===== src/rtl/vga_pkg.sv =====
// Shared 640x480@60 timing constants, RGB332 field positions and sync polarity.
// Latency: n/a (constants only).
// Backpressure: n/a.
package vga_pkg;

   localparam int VGA_H_ACTIVE = 640;
   localparam int VGA_H_FRONT  = 16;
   localparam int VGA_H_SYNC   = 96;
   localparam int VGA_H_BACK   = 48;

   localparam int VGA_V_ACTIVE = 480;
   localparam int VGA_V_FRONT  = 10;
   localparam int VGA_V_SYNC   = 2;
   localparam int VGA_V_BACK   = 33;

   // 0 = active-low sync pulses; the idle level is the inverse
   localparam logic VGA_SYNC_POL = 1'b0;

   // RGB332 byte layout {R[7:5], G[4:2], B[1:0]}
   localparam int RED_MSB = 7;
   localparam int RED_LSB = 5;
   localparam int GRN_MSB = 4;
   localparam int GRN_LSB = 2;
   localparam int BLU_MSB = 1;
   localparam int BLU_LSB = 0;

   // Full period of one axis (line or frame) in counter steps
   function automatic int axis_total(input int act, input int front, input int sync, input int back);
      return act + front + sync + back;
   endfunction

endpackage


===== src/rtl/vga_axis_counter.sv =====
// One timing axis: wrapping position counter plus active/sync/last decodes.
// Latency: count updates one clock after i_step/i_clr; decodes are combinational from count.
// Backpressure: none; i_clr has priority over i_step and parks the counter at 0.
module vga_axis_counter
   import vga_pkg::*;
#(
   parameter int ACTIVE = VGA_H_ACTIVE,
   parameter int FRONT  = VGA_H_FRONT,
   parameter int SYNC   = VGA_H_SYNC,
   parameter int BACK   = VGA_H_BACK,
   parameter int CW     = 11
) (
   input  logic          i_clk,
   input  logic          i_reset,
   input  logic          i_clr,
   input  logic          i_step,
   output logic [CW-1:0] count,
   output logic          in_active,
   output logic          in_sync,
   output logic          at_last
);

   localparam int            TOTAL    = axis_total(ACTIVE, FRONT, SYNC, BACK);
   localparam logic [CW-1:0] LAST     = CW'(TOTAL - 1);
   localparam logic [CW-1:0] ACT_END  = CW'(ACTIVE);
   localparam logic [CW-1:0] SYNC_BEG = CW'(ACTIVE + FRONT);
   localparam logic [CW-1:0] SYNC_END = CW'(ACTIVE + FRONT + SYNC);

   // Position counter: clear wins, otherwise advance and wrap after the last position
   always_ff @(posedge i_clk or posedge i_reset) begin
      if (i_reset) begin
         count <= '0;
      end else if (i_clr) begin
         count <= '0;
      end else if (i_step) begin
         count <= at_last ? '0 : count + CW'(1);
      end
   end

   assign at_last   = (count == LAST);
   assign in_active = (count < ACT_END);
   assign in_sync   = (count >= SYNC_BEG) && (count < SYNC_END);

endmodule


===== src/rtl/vga_timing.sv =====
// VGA timing generator and RGB332 output stage that paces pixelstream via o_pixGate.
// Latency: gate/addr-reset/frame-start combinational from counters; RGB and syncs 1 clock later.
// Backpressure: none; pixelstream must present a byte on every cycle o_pixGate is high.
module vga_timing
   import vga_pkg::*;
#(
   parameter int   H_ACTIVE = VGA_H_ACTIVE,
   parameter int   H_FRONT  = VGA_H_FRONT,
   parameter int   H_SYNC   = VGA_H_SYNC,
   parameter int   H_BACK   = VGA_H_BACK,
   parameter int   V_ACTIVE = VGA_V_ACTIVE,
   parameter int   V_FRONT  = VGA_V_FRONT,
   parameter int   V_SYNC   = VGA_V_SYNC,
   parameter int   V_BACK   = VGA_V_BACK,
   parameter logic SYNC_POL = VGA_SYNC_POL,
   parameter int   CW       = 11
) (
   input  logic          i_clk,
   input  logic          i_reset,
   input  logic          i_enable,
   output logic          o_pixGate,
   output logic          o_pixAddrReset,
   input  logic [7:0]    i_pixDat,
   output logic          o_hsync,
   output logic          o_vsync,
   output logic [2:0]    o_red,
   output logic [2:0]    o_green,
   output logic [1:0]    o_blue,
   output logic [CW-1:0] o_hcount,
   output logic [CW-1:0] o_vcount,
   output logic          o_frameStart
);

   logic r_run;
   logic cnt_clr;
   logic h_active, h_sync, h_last;
   logic v_active, v_sync;
   // frame end is already visible as the h/v wrap to 0,0; the v last-decode is not needed here
   logic v_last_unused;
   logic active;

   // Run flag simply follows the enable, one clock late
   always_ff @(posedge i_clk or posedge i_reset) begin
      if (i_reset) begin
         r_run <= 1'b0;
      end else begin
         r_run <= i_enable;
      end
   end

   // Counters run only while already running and still enabled: a falling enable zeroes them on
   // the very next clock, and a rising enable leaves them at 0 for the first running cycle.
   assign cnt_clr = !(r_run && i_enable);

   vga_axis_counter #(
      .ACTIVE (H_ACTIVE),
      .FRONT  (H_FRONT),
      .SYNC   (H_SYNC),
      .BACK   (H_BACK),
      .CW     (CW)
   ) u_h (
      .i_clk     (i_clk),
      .i_reset   (i_reset),
      .i_clr     (cnt_clr),
      .i_step    (1'b1),
      .count     (o_hcount),
      .in_active (h_active),
      .in_sync   (h_sync),
      .at_last   (h_last)
   );

   vga_axis_counter #(
      .ACTIVE (V_ACTIVE),
      .FRONT  (V_FRONT),
      .SYNC   (V_SYNC),
      .BACK   (V_BACK),
      .CW     (CW)
   ) u_v (
      .i_clk     (i_clk),
      .i_reset   (i_reset),
      .i_clr     (cnt_clr),
      .i_step    (h_last),
      .count     (o_vcount),
      .in_active (v_active),
      .in_sync   (v_sync),
      .at_last   (v_last_unused)
   );

   assign active       = r_run && h_active && v_active;
   assign o_pixGate    = active;
   assign o_frameStart = r_run && (o_hcount == '0) && (o_vcount == '0);
   // Rewind at the first blanking line so pixelstream has the whole vblank to refill
   assign o_pixAddrReset = !r_run || ((o_hcount == '0) && (o_vcount == CW'(V_ACTIVE)));

   // Output stage: pixel and syncs registered together so they stay aligned on the pins
   always_ff @(posedge i_clk or posedge i_reset) begin
      if (i_reset) begin
         o_red   <= '0;
         o_green <= '0;
         o_blue  <= '0;
         o_hsync <= ~SYNC_POL;
         o_vsync <= ~SYNC_POL;
      end else begin
         o_red   <= active ? i_pixDat[RED_MSB:RED_LSB] : 3'd0;
         o_green <= active ? i_pixDat[GRN_MSB:GRN_LSB] : 3'd0;
         o_blue  <= active ? i_pixDat[BLU_MSB:BLU_LSB] : 2'd0;
         o_hsync <= (r_run && h_sync) ? SYNC_POL : ~SYNC_POL;
         o_vsync <= (r_run && v_sync) ? SYNC_POL : ~SYNC_POL;
      end
   end

endmodule


===== config.mk =====
export PLATFORM = sky130hd
export DESIGN_NAME = vga_timing
export DESIGN_NICKNAME = d
export VERILOG_FILES = /design/src/rtl/vga_pkg.sv /design/src/rtl/vga_axis_counter.sv /design/src/rtl/vga_timing.sv
export SDC_FILE = /design/constraint.sdc
export NUM_CORES = 1
export LEC_CHECK = 0
export ABC_CLOCK_PERIOD_IN_PS = 3300
export BUFFER_PORTS_ARGS = -buffer_cell sky130_fd_sc_hd__buf_4
export CELL_PAD_IN_SITES_DETAIL_PLACEMENT = 1
export CELL_PAD_IN_SITES_GLOBAL_PLACEMENT = 1
export CORE_AREA = 2 2 68 70
export CTS_CLUSTER_SIZE = 8
export DETAILED_ROUTE_END_ITERATION = 8
export DIE_AREA = 0 0 70 72
export GPL_TIMING_DRIVEN = 0
export HOLD_SLACK_MARGIN = 0.1
export PLACE_DENSITY_LB_ADDON = 0.1
export SLEW_MARGIN = 20
export SYNTH_ARGS = -nofsm -noshare
export SYNTH_HDL_FRONTEND = slang
export SYNTH_SLANG_ARGS = --single-unit

===== constraint.sdc =====
create_clock -name i_clk -period 3.3 [get_ports i_clk]
set_input_delay 0.825 -clock i_clk [delete_from_list [all_inputs] [get_ports i_clk]]
set_output_delay 0.825 -clock i_clk [all_outputs]
set_load 0.01 [all_outputs]

# --- Word level (Yosys, flattened, before mapping) ---
# Cells that the tools add are included.
classes:
  n_addsub: 2
  magnitude_cmp: 6
  eq_ne: 4
  mux: 10
  n_reduce_logical: 14
ops:
  columns: ["operator", "count"]
  rows:
  - ["two-way mux 11 bit", 5]
  - ["adder 11 x 1 -> 11 bit (second input constant)", 2]
  - ["== test 11 x 10 -> 1 bit (second input constant)", 2]
  - ["logical NOT 11 bit", 2]
  - ["< comparator 11 x 10 -> 1 bit (second input constant)", 2]
  - ["< comparator 11 x 9 -> 1 bit (second input constant)", 2]
  - ["== test 11 x 9 -> 1 bit (second input constant)", 1]
  - [">= comparator 11 x 10 -> 1 bit (second input constant)", 1]
  - [">= comparator 11 x 9 -> 1 bit (second input constant)", 1]
  - ["logical AND 1 bit", 10]
  - ["two-way mux 3 bit", 2]
  - ["two-way mux 1 bit", 2]
  - ["two-way mux 2 bit", 1]
  - ["!= test 2 x 1 -> 1 bit (second input constant)", 1]
  - ["logical NOT 1 bit", 1]
  - ["logical OR 1 bit", 1]
totals:
  reg_bits: 33
  inputBits: 11
  out_inout_bits: 35
  word_cells: 44

# --- Logic depth before layout (Yosys ltp) ---
# Gate-level depths: netlist (run 1).
logic_depth:
  word_depth: 4
  ltp_mapped: 8

# --- Cells and area by module ---
# A second synthesis (run 1) with hierarchy kept.
unflattened:
  cells_unflattened: 176
  area_unflattened_um2: 1732.9
modules_own_cells:
  columns: ["module", "instances", "cells_each", "area_per_inst_um2", "seq_area_each_um2"]
  rows:
  - ["vga_axis_counter at u_h", 1, 71, 665.6, 275.3]
  - ["vga_axis_counter at u_v", 1, 67, 643.1, 275.3]
  - ["vga_timing", 1, 38, 424.2, 277.8]

# --- Worst setup path after synthesis (run 1) ---
# No wires, ideal clock.
synth_path:
  path_type: "register -> output"
  start: "register u_h.count[5]"
  end: "output o_frameStart"
  arrival_ns: 1.648
  t_required_ns: 2.475
  path_slack_ns: 0.827
  path_stages_with_launch: 5
  path_cell_list: "dfrtp_1 -> nor4_1 -> nor4b_1 -> nand4_1 -> nor4_1"
synth_via:
  elab_chain_len: 3
synth_lines:
  columns: ["item", "line", "source"]
  rows:
  - ["start: declaration", "vga_axis_counter.sv:17", "output logic [CW-1:0] count,"]
  - ["start signal: assignment", "vga_axis_counter.sv:36", "count <= at_last ? '0 : count + CW'(1);"]
  - ["logical NOT 11 bit", "vga_timing.sv:91", "assign o_frameStart = r_run && (o_hcount == '0) && (o_vcount == '0);"]
  - ["logical AND 1 bit (2 in series)", "vga_timing.sv:91", null]
  - ["end: declaration", "vga_timing.sv:31", "output logic o_frameStart"]
# Every way passes these cells.

# --- Final worst setup path (run 1) ---
layout_path:
  start: "register u_h.count[5]"
  end: "output o_pixAddrReset"
layout_via:
  elab_chain_len: 3
layout_lines:
  columns: ["item", "line", "source"]
  rows:
  - ["logical NOT 11 bit", "vga_timing.sv:93", "assign o_pixAddrReset = !r_run || ((o_hcount == '0) && (o_vcount == CW'(V_ACTIVE)));"]
  - ["logical AND 1 bit", "vga_timing.sv:93", null]
  - ["logical OR 1 bit", "vga_timing.sv:93", null]
  - ["end: declaration", "vga_timing.sv:22", "output logic o_pixAddrReset,"]
# Every way passes these cells.

==> results of run 1 <==
## metal layers
metal  vias to the layer above  share of wire, %  GRT usage [%]
li1                        691                 -              -
met1                       701                44           25.2
met2                        40                49           31.2
met3                         7               5.5           4.31
met4                         0               1.1           5.13
met5                         -                 0              0
## cells in the final DEF, fill, tap and decap left out, types with 6 or more instances in the layout
| cell type | instances |
|---|---|
| clkbuf_8 | 8 |
| and2_1 | 10 |
| nand3_1 | 9 |
| inv_1 | 6 |
| nor3_1 | 6 |
| nor2_1 | 16 |
| nand2_1 | 15 |
| nand4_1 | 7 |
| dfrtp_1 | 31 |
| xor2_1 | 6 |
| o21ai_0 | 6 |
| buf_4 | 45 |
## power groups by stage
stage          combinational, mW  clock, mW  sequential [mW]
2_1_floorplan             0.0326          0            0.430
6_report                  0.0731      0.340            0.419
4_1_cts                   0.0748      0.347            0.419
5_1_grt                   0.0810      0.369            0.420
3_5_place_dp              0.0745          0            0.427
3_3_place_gp              0.0719          0            0.426
## kinds of logic after synthesis
logic type	Yosys count
compound gates	24
xor+xnor	9
buf+inv	14
simple gates	82
flops	33
fa+ha+maj	4
## flip-flops by register name, indices dropped and copies added, names as in the netlist
name	cells
o_green	3
u_v.count	11
o_hsync	1
o_red	3
o_vsync	1
u_h.count	11
r_run	1
o_blue	2
## final timing paths
| kind | cells after the start | slack [ns] | end | from |
|---|---|---|---|---|
| min | 1 | 0.53 | u_h.count[0]$_DFF_PP0_ | u_h.count[0]$_DFF_PP0_ |
| max reg2reg | 8 | 1.19 | u_v.count[5]$_DFFE_PP0P_ | u_h.count[0]$_DFF_PP0_ |
| min in group asynchronous | 2 | 0.67 | u_v.count[4]$_DFFE_PP0P_ | i_reset |
| max in group asynchronous | 2 | 2.16 | o_red[1]$_DFF_PP0_ | i_reset |
| max | 5 | 0.28 | o_pixAddrReset | u_h.count[5]$_DFF_PP0_ |
| min reg2reg | 1 | 0.53 | u_h.count[0]$_DFF_PP0_ | u_h.count[0]$_DFF_PP0_ |
## worst register-to-register path: cells and delay by family (launching register included)
| family | cells | cell delay (ns) |
|---|---|---|
| AND/OR/NAND/NOR | 3 | 0.63 |
| buffers and inverters | 2 | 0.42 |
| flip-flops | 1 | 0.42 |
| AO/OA/AOI/OAI | 2 | 0.29 |
| adder cells (fa/ha/maj) | 1 | 0.24 |
## metrics by stage
stage	hold slack (ns)	std cells	power [mW]	util, %	setup slack, ns
floorplan	0.523	166	0.462	-	0.827
global placement	0.504	263	0.498	48.3	0.568
detailed placement	0.513	263	0.502	48.3	0.580
CTS	0.523	271	0.842	50.6	0.250
global route	0.555	271	0.870	50.6	0.0610
finish	0.527	271	0.832	50.6	0.284
## final cells by class
cell class	count	area share, %
buffer	7	2.14
timing repair buffer	45	15.6
multi-input combinational	119	34.9
tap	52	3.01
sequential	33	38.4
clock inverter	1	0.232
clock buffer	7	4.46
inverter	7	1.22
==> reports/results.ini, run 1 <==
[critical_path]
critical_path.max_stage_delay_ns=0.52
critPathCaptureType=primary output
cp_cell_sequence=nor4_1 > nor4b_1 > nand4_1 > o21ai_0 > buf_4
critPathMaxFanout=8
critPathTopFamily=simple AND/OR/NAND/NOR gates
slowest_stage=nor4_1
cp.required_ns=2.47
critPathKind=flop to primary output
critical_path_arrival_ns=2.19
crit_buf_inv=1
startpoint_type=flop

[power_and_ir_drop]
power.share.sequential_pct=50.4
power_density_mw_per_mm2=385
combPwrFrac_pct=8.8
internal-power_mw=0.634
p_sw_share_pct=23.9
p_switching_mw=0.198
vdd_drop_max_mv=0.191
clkPwrFrac_pct=40.8
leakagePower_nw=0.990

[clock_tree]
cts.sinks=33
cts_root_buf=clkbuf_8
clk_latency_ns=0.29
cts_tree=yes
clockBufferDepth=2
cts_resized=0
post_cts_buffers=0
cts_inserted_buffers=5
path_clk_slew_ns=0.07
htree_num_levels=2
holdBufCountCts=0

[min_path]
hp-class=flop to flop

[floorplanning]
io_pins=46
chipHeight_um=72
die_w_um=70
start_util_pct=38.8
die_area_mm2=0.00504
fp-row-count=24
core_area_mm2=0.00426

[synthesis]
synthArstFlopShare_pct=100
synthMuxAreaShare_pct=0
ys_seq_elements=33
yosysTopAreaCell=dfrtp_1
synthCells=166
yosysWarnings=0
synthAdderAreaFrac_pct=3.02
synth_nets=181
yosys.area_share.simple_pct=27.4
synth_edf_count=0
yosysSeqAreaShare_pct=50.0
synth_top_family_by_area=simple AND/OR/NAND/NOR gates
synth_xor_area_share_pct=4.76
synthTopCellsByCount=31 x dfrtp_1, 16 x nor2_1, 15 x nand2_1
yosys.cell_count.top_type=dfrtp_1
synth_area_mm2=0.00166
synth_area_per_cell_um2=9.97
synth_ff_type=dfrtp_1
yosysUniqueCellTypes=38
synth_top_cell_area_share_pct=46.9
yosys-top-cells-area=dfrtp_1 47%, and2_1 3.8%, nor2_1 3.6%, nand2_1 3.4%, dfstp_2 3.2%
synth_compound_area_share_pct=10.4

[timing]
rsz0062_at_grt=no
slew_headroom_pct=48.1
worstMarginPinSlew_ns=0.772
max_freq_ghz=0.332
clock_skew_ns=0.0105
post-route-period-util_pct=91.4
period_minus_slack_ns=3.02
maxSlewViolCount=0
setup_tns_ns=0
finalSetupViolations=0
finalHoldViolations=0

[drt]
wl_mm=4.47
ant_nets=0
viasPerCell=5.31
via_count=1439
drt_pre_antenna_iters=4
drc=0
drt_iter0_markers=57
drt-wirelength-per-cell_um=16.5

[cells_and_area]
syn2layout_area_growth_pct=30.5
design_area_mm2=0.00216
multiInputGateArea_um2=754
fillers=490
nNetsFinal=233
drive_gt1_share_pct=31.1
diodes=0
regArea_um2=828

[run]
max_cap_viol_count=0

[placement]
dp_hpwl_mm=3.34
gp_congestion=0.835
io_buffers=45
place_area_mm2=0.00206

[global_routing]
grt_pass1_wl_mm=7.45
grt.overflow.total=0
grt_max_degree=34
antenna_found_initial=0
grt_usage_pct=18.9
first_global_vias=1444

[outcome]
outcome=completed

Note: power is estimated with default switching activity, not from simulation.
==> inputs of run 2 (changes only) <==
--- a/config.mk
+++ b/config.mk
@@ -9,10 +9,10 @@
 export BUFFER_PORTS_ARGS = -buffer_cell sky130_fd_sc_hd__buf_4
 export CELL_PAD_IN_SITES_DETAIL_PLACEMENT = 1
 export CELL_PAD_IN_SITES_GLOBAL_PLACEMENT = 1
-export CORE_AREA = 2 2 68 70
+export CORE_AREA = 4 4 74 76
 export CTS_CLUSTER_SIZE = 8
 export DETAILED_ROUTE_END_ITERATION = 8
-export DIE_AREA = 0 0 70 72
+export DIE_AREA = 0 0 78 80
 export GPL_TIMING_DRIVEN = 0
 export HOLD_SLACK_MARGIN = 0.1
 export PLACE_DENSITY_LB_ADDON = 0.1
==> reports/results.ini, run 2 (synthesis gave the netlist of run 1 again) <==
[drt]
wl_mm=4.58
drt_iter0_markers=69
via_count=1440
drt-wirelength-per-cell_um=16.0
ant_nets=0
viasPerCell=5.03
drc=0
drt_pre_antenna_iters=4

[critical_path]
reg2reg_depth=6
critPathCaptureType=primary output
critPathMaxFanout=8
startpoint_type=flop
r2r-start=u_h.count[0]$_DFF_PP0_
r2r_slack_ns=1.17
critical_path_arrival_ns=2.26
r2r_end=u_v.count[7]$_DFFE_PP0P_
critPathKind=flop to primary output
cp.required_ns=2.47

[timing]
setup_tns_ns=0
post-route-period-util_pct=93.3
slew_headroom_pct=50.8
max_freq_ghz=0.325
finalHoldViolations=0
finalSetupViolations=0
period_minus_slack_ns=3.08
clock_skew_ns=0.00706
maxSlewViolCount=0
worstMarginPinSlew_ns=0.732
rsz0062_at_grt=no

[floorplanning]
io_pins=46
fp-row-count=25
chipHeight_um=80
die_area_mm2=0.00624
core_area_mm2=0.00472
start_util_pct=35.0
die_w_um=78

[global_routing]
antenna_found_initial=0
grt_pass1_wl_mm=7.80
first_global_vias=1551
grt.overflow.total=0
grt_usage_pct=16.0
grt_max_degree=34

[clock_tree]
cts_root_buf=clkbuf_8
path_clk_slew_ns=0.07
holdBufCountCts=0
htree_num_levels=2
clockBufferDepth=2
post_cts_buffers=0
cts_resized=0
cts.sinks=33
cts_inserted_buffers=5
cts_tree=yes
clk_latency_ns=0.28

[power_and_ir_drop]
vdd_drop_max_mv=0.146
p_switching_mw=0.196
internal-power_mw=0.591
clkPwrFrac_pct=37.5
combPwrFrac_pct=9.1
power_density_mw_per_mm2=364
leakagePower_nw=0.981
power.share.sequential_pct=53.4
p_sw_share_pct=24.9

[min_path]
min_to=u_h.count[0]$_DFF_PP0_
hp-class=flop to flop
hold_path_depth=1
worstHoldStart=u_h.count[0]$_DFF_PP0_

[cells_and_area]
syn2layout_area_growth_pct=30.5
layout_common_cells=45 x buf_4, 31 x dfrtp_1, 16 x nor2_1
design_area_mm2=0.00216
fillers=558
final_common_cell=buf_4
diodes=0
top_regs=u_h.count: 11 flops, u_v.count: 11 flops
drive_gt1_share_pct=30.6
nNetsFinal=233

[placement]
io_buffers=45
place_area_mm2=0.00208
dp_hpwl_mm=3.41
gp_congestion=0.774

[outcome]
outcome=completed

[run]
max_cap_viol_count=0

[run 2: area by class of cell]
type                    instances  area (µm²)  area share (%)
plain buffers                   7        46.3            2.14
clock buffers                   6        72.6            3.36
clock inverters                 2        10.0           0.463
inverters                       7        26.3            1.22
multi-input cells             119         754            34.9
flip-flops and latches         33         828            38.4
well taps                      67        83.8            3.88
repair buffers                 45         338            15.6
[run 2: critical path: stages (launching register included)]
cell and delay, ns:
dfrtp_1 0.47, nor4_1 0.53, nor4b_1 0.29, nand4_1 0.16, nor4_1 0.32, buf_4 0.20
[run 2: stage by stage]
step	utilization [%]	setup WS (ns)	hold WS (ns)	total power [mW]	cells
floorplan	-	0.827	0.523	0.462	166
global placement	44.0	0.600	0.515	0.499	278
detailed placement	44.0	0.492	0.506	0.501	278
CTS	45.7	0.177	0.518	0.797	286
global route	45.7	0.0130	0.551	0.827	286
finish	45.7	0.220	0.513	0.786	286
[run 2: how the worst max path moves through the flow]
stage | endpoint | cells past startpoint | slack (ns) | from
floorplan | o_frameStart | 4 | 0.83 | u_h.count[5]$_DFF_PP0_
global placement | o_frameStart | 5 | 0.60 | u_h.count[5]$_DFF_PP0_
detailed placement | o_frameStart | 5 | 0.49 | u_h.count[5]$_DFF_PP0_
CTS | o_frameStart | 5 | 0.18 | u_h.count[5]$_DFF_PP0_
global route | o_frameStart | 5 | 0.01 | u_h.count[5]$_DFF_PP0_
finish | o_frameStart | 5 | 0.22 | u_h.count[5]$_DFF_PP0_
[run 2: layer usage]
layer	GRT usage (%)	part of all wire [%]	wire, µm
met3	3.39	4.3	196
met1	18.6	42	1920
met5	0	0	0
met2	29.0	53	2410
met4	5.42	1.3	58
[run 2: power by group through the flow]
stage	combinational, mW	clock (mW)	sequential, mW
4_1_cts	0.0739	0.303	0.420
6_report	0.0716	0.295	0.420
2_1_floorplan	0.0326	0	0.430
5_1_grt	0.0808	0.325	0.421
3_5_place_dp	0.0736	0	0.427
3_3_place_gp	0.0720	0	0.427
==> inputs of run 3 (changes only) <==
--- a/config.mk
+++ b/config.mk
@@ -5,7 +5,7 @@
 export SDC_FILE = /design/constraint.sdc
 export NUM_CORES = 1
 export LEC_CHECK = 0
-export ABC_CLOCK_PERIOD_IN_PS = 3300
+export ABC_CLOCK_PERIOD_IN_PS = 2600
 export BUFFER_PORTS_ARGS = -buffer_cell sky130_fd_sc_hd__buf_4
 export CELL_PAD_IN_SITES_DETAIL_PLACEMENT = 1
 export CELL_PAD_IN_SITES_GLOBAL_PLACEMENT = 1
==> constraint.sdc (replaced) <==
create_clock -name i_clk -period 2.6 [get_ports i_clk]
set_input_delay 0.65 -clock i_clk [delete_from_list [all_inputs] [get_ports i_clk]]
set_output_delay 0.65 -clock i_clk [all_outputs]
set_load 0.01 [all_outputs]
==> reports/results.ini, run 3 (synthesis gave the netlist of run 1 again) <==
[outcome]
outcome=completed

[power_and_ir_drop]
power_density_mw_per_mm2=448
vdd_drop_max_mv=0.184
leakagePower_nw=1.02

[drt]
via_count=1467
wl_mm=4.70
drt-wirelength-per-cell_um=16.2
ant_nets=0
drt_pre_antenna_iters=4
drt_iter0_markers=49
drc=0
viasPerCell=5.04

[clock_tree]
clk_latency_ns=0.28
htree_num_levels=2
cts_tree=yes
clockBufferDepth=2
cts_inserted_buffers=5
cts_root_buf=clkbuf_8
cts.sinks=33
path_clk_slew_ns=0.07

[timing]
maxSlewViolCount=0
period_minus_slack_ns=2.53
worstMarginPinSlew_ns=0.722
finalSetupViolations=0
finalHoldViolations=0
setup_tns_ns=0
rsz0062_at_grt=yes
slew_headroom_pct=51.4
whs_ns=0.482
fin_ws_ns=0.0720
max_freq_ghz=0.396
post-route-period-util_pct=97.2
clock_skew_ns=0.00588

[floorplanning]
io_pins=46
die_area_mm2=0.00624
die_w_um=78
fp-row-count=25
chipHeight_um=80
start_util_pct=35.0
core_area_mm2=0.00472

[placement]
io_buffers=45
post-place-ws_ns=-0.0334
place_area_mm2=0.00208
dp.cells=278
dp_hpwl_mm=3.41
gp_congestion=0.774

[min_path]
hp-class=input port to asynchronous set/reset pin

[cells_and_area]
syn2layout_area_growth_pct=35.5
fin_cells=291
final_common_cell=buf_4
diodes=0
design_area_mm2=0.00224
drive_gt1_share_pct=35.7
top_regs=u_h.count: 11 flops, u_v.count: 11 flops
nNetsFinal=238
layout_common_cells=50 x buf_4, 28 x dfrtp_1, 15 x nand2_1, 15 x nor2_1, 10 x and2_1

[critical_path]
cp.required_ns=1.95
critPathMaxFanout=2
startpoint_type=flop
critPathKind=flop to primary output
critical_path_arrival_ns=1.88
critPathCaptureType=primary output

[global_routing]
first_global_vias=1584
grt_usage_pct=16.2
antenna_found_initial=0
grt_pass1_wl_mm=7.89
grt.overflow.total=0
grt_max_degree=34

[run]
max_cap_viol_count=0

-- run 3: critical path, stage by stage (launching register included) --
cell and delay, ns:
dfrtp_2 0.43, nor4_4 0.30, nor4b_2 0.23, nand4_1 0.20, buf_4 0.20, o21ai_2 0.10
buf_4 0.13
-- run 3: path summary, 6_finish.rpt --
| check | startpoint | depth (start not counted) | slack [ns] | to |
|---|---|---|---|---|
| min in group i_clk | i_enable | 1 | 0.49 | r_run$_DFF_PP0_ |
| max | u_h.count[5]$_DFF_PP0_ | 6 | 0.07 | o_pixAddrReset |
| min | i_reset | 2 | 0.48 | u_v.count[3]$_DFFE_PP0P_ |
| min reg2reg | u_h.count[0]$_DFF_PP0_ | 1 | 0.51 | u_h.count[0]$_DFF_PP0_ |
| max in group asynchronous | i_reset | 2 | 1.62 | u_h.count[5]$_DFF_PP0_ |
| max reg2reg | u_h.count[0]$_DFF_PP0_ | 6 | 0.48 | u_v.count[7]$_DFFE_PP0P_ |
-- run 3: power by group --
group,switching [mW],internal (mW),leakage [nW]
clock,0.188,0.185,0.0450
combinational,0.0540,0.0449,0.534
sequential,0.00892,0.524,0.436
-- run 3: final cells by class --
class | instances | area, µm²
fillers | 559 | 2480
flip-flops and latches | 33 | 832
multi-input cells | 119 | 797
repair buffers | 50 | 375
well taps | 67 | 83.8
clock buffers | 6 | 72.6
plain buffers | 7 | 46.3
inverters | 7 | 26.3
clock inverters | 2 | 10.0
-- run 3: metal layers --
layer,up-vias,share of wire [%],global-route usage (%),wire (µm)
li1,696,-,-,-
met3,6,4.6,4.18,217
met1,730,41,18.3,1920
met5,-,0,0,0
met2,35,53,29.3,2510
met4,0,1.1,5.94,53
-- run 3: repair_timing --
item                                    CTS  global route
resized for setup                         8             3
endpoints found under the hold margin     0             0
endpoints found under the setup margin    2             3
hold buffers                              0             0
pin swaps                                 3             4
buffers inserted                          4             1
-- run 3: per-stage QoR --
stage / power [mW] / utilization, %
finish: 1.01 / 47.5
global route: 1.06 / 47.5
CTS: 1.02 / 47.0
detailed placement: 0.636 / 44.0
global placement: 0.633 / 44.0
floorplan: 0.587 / -
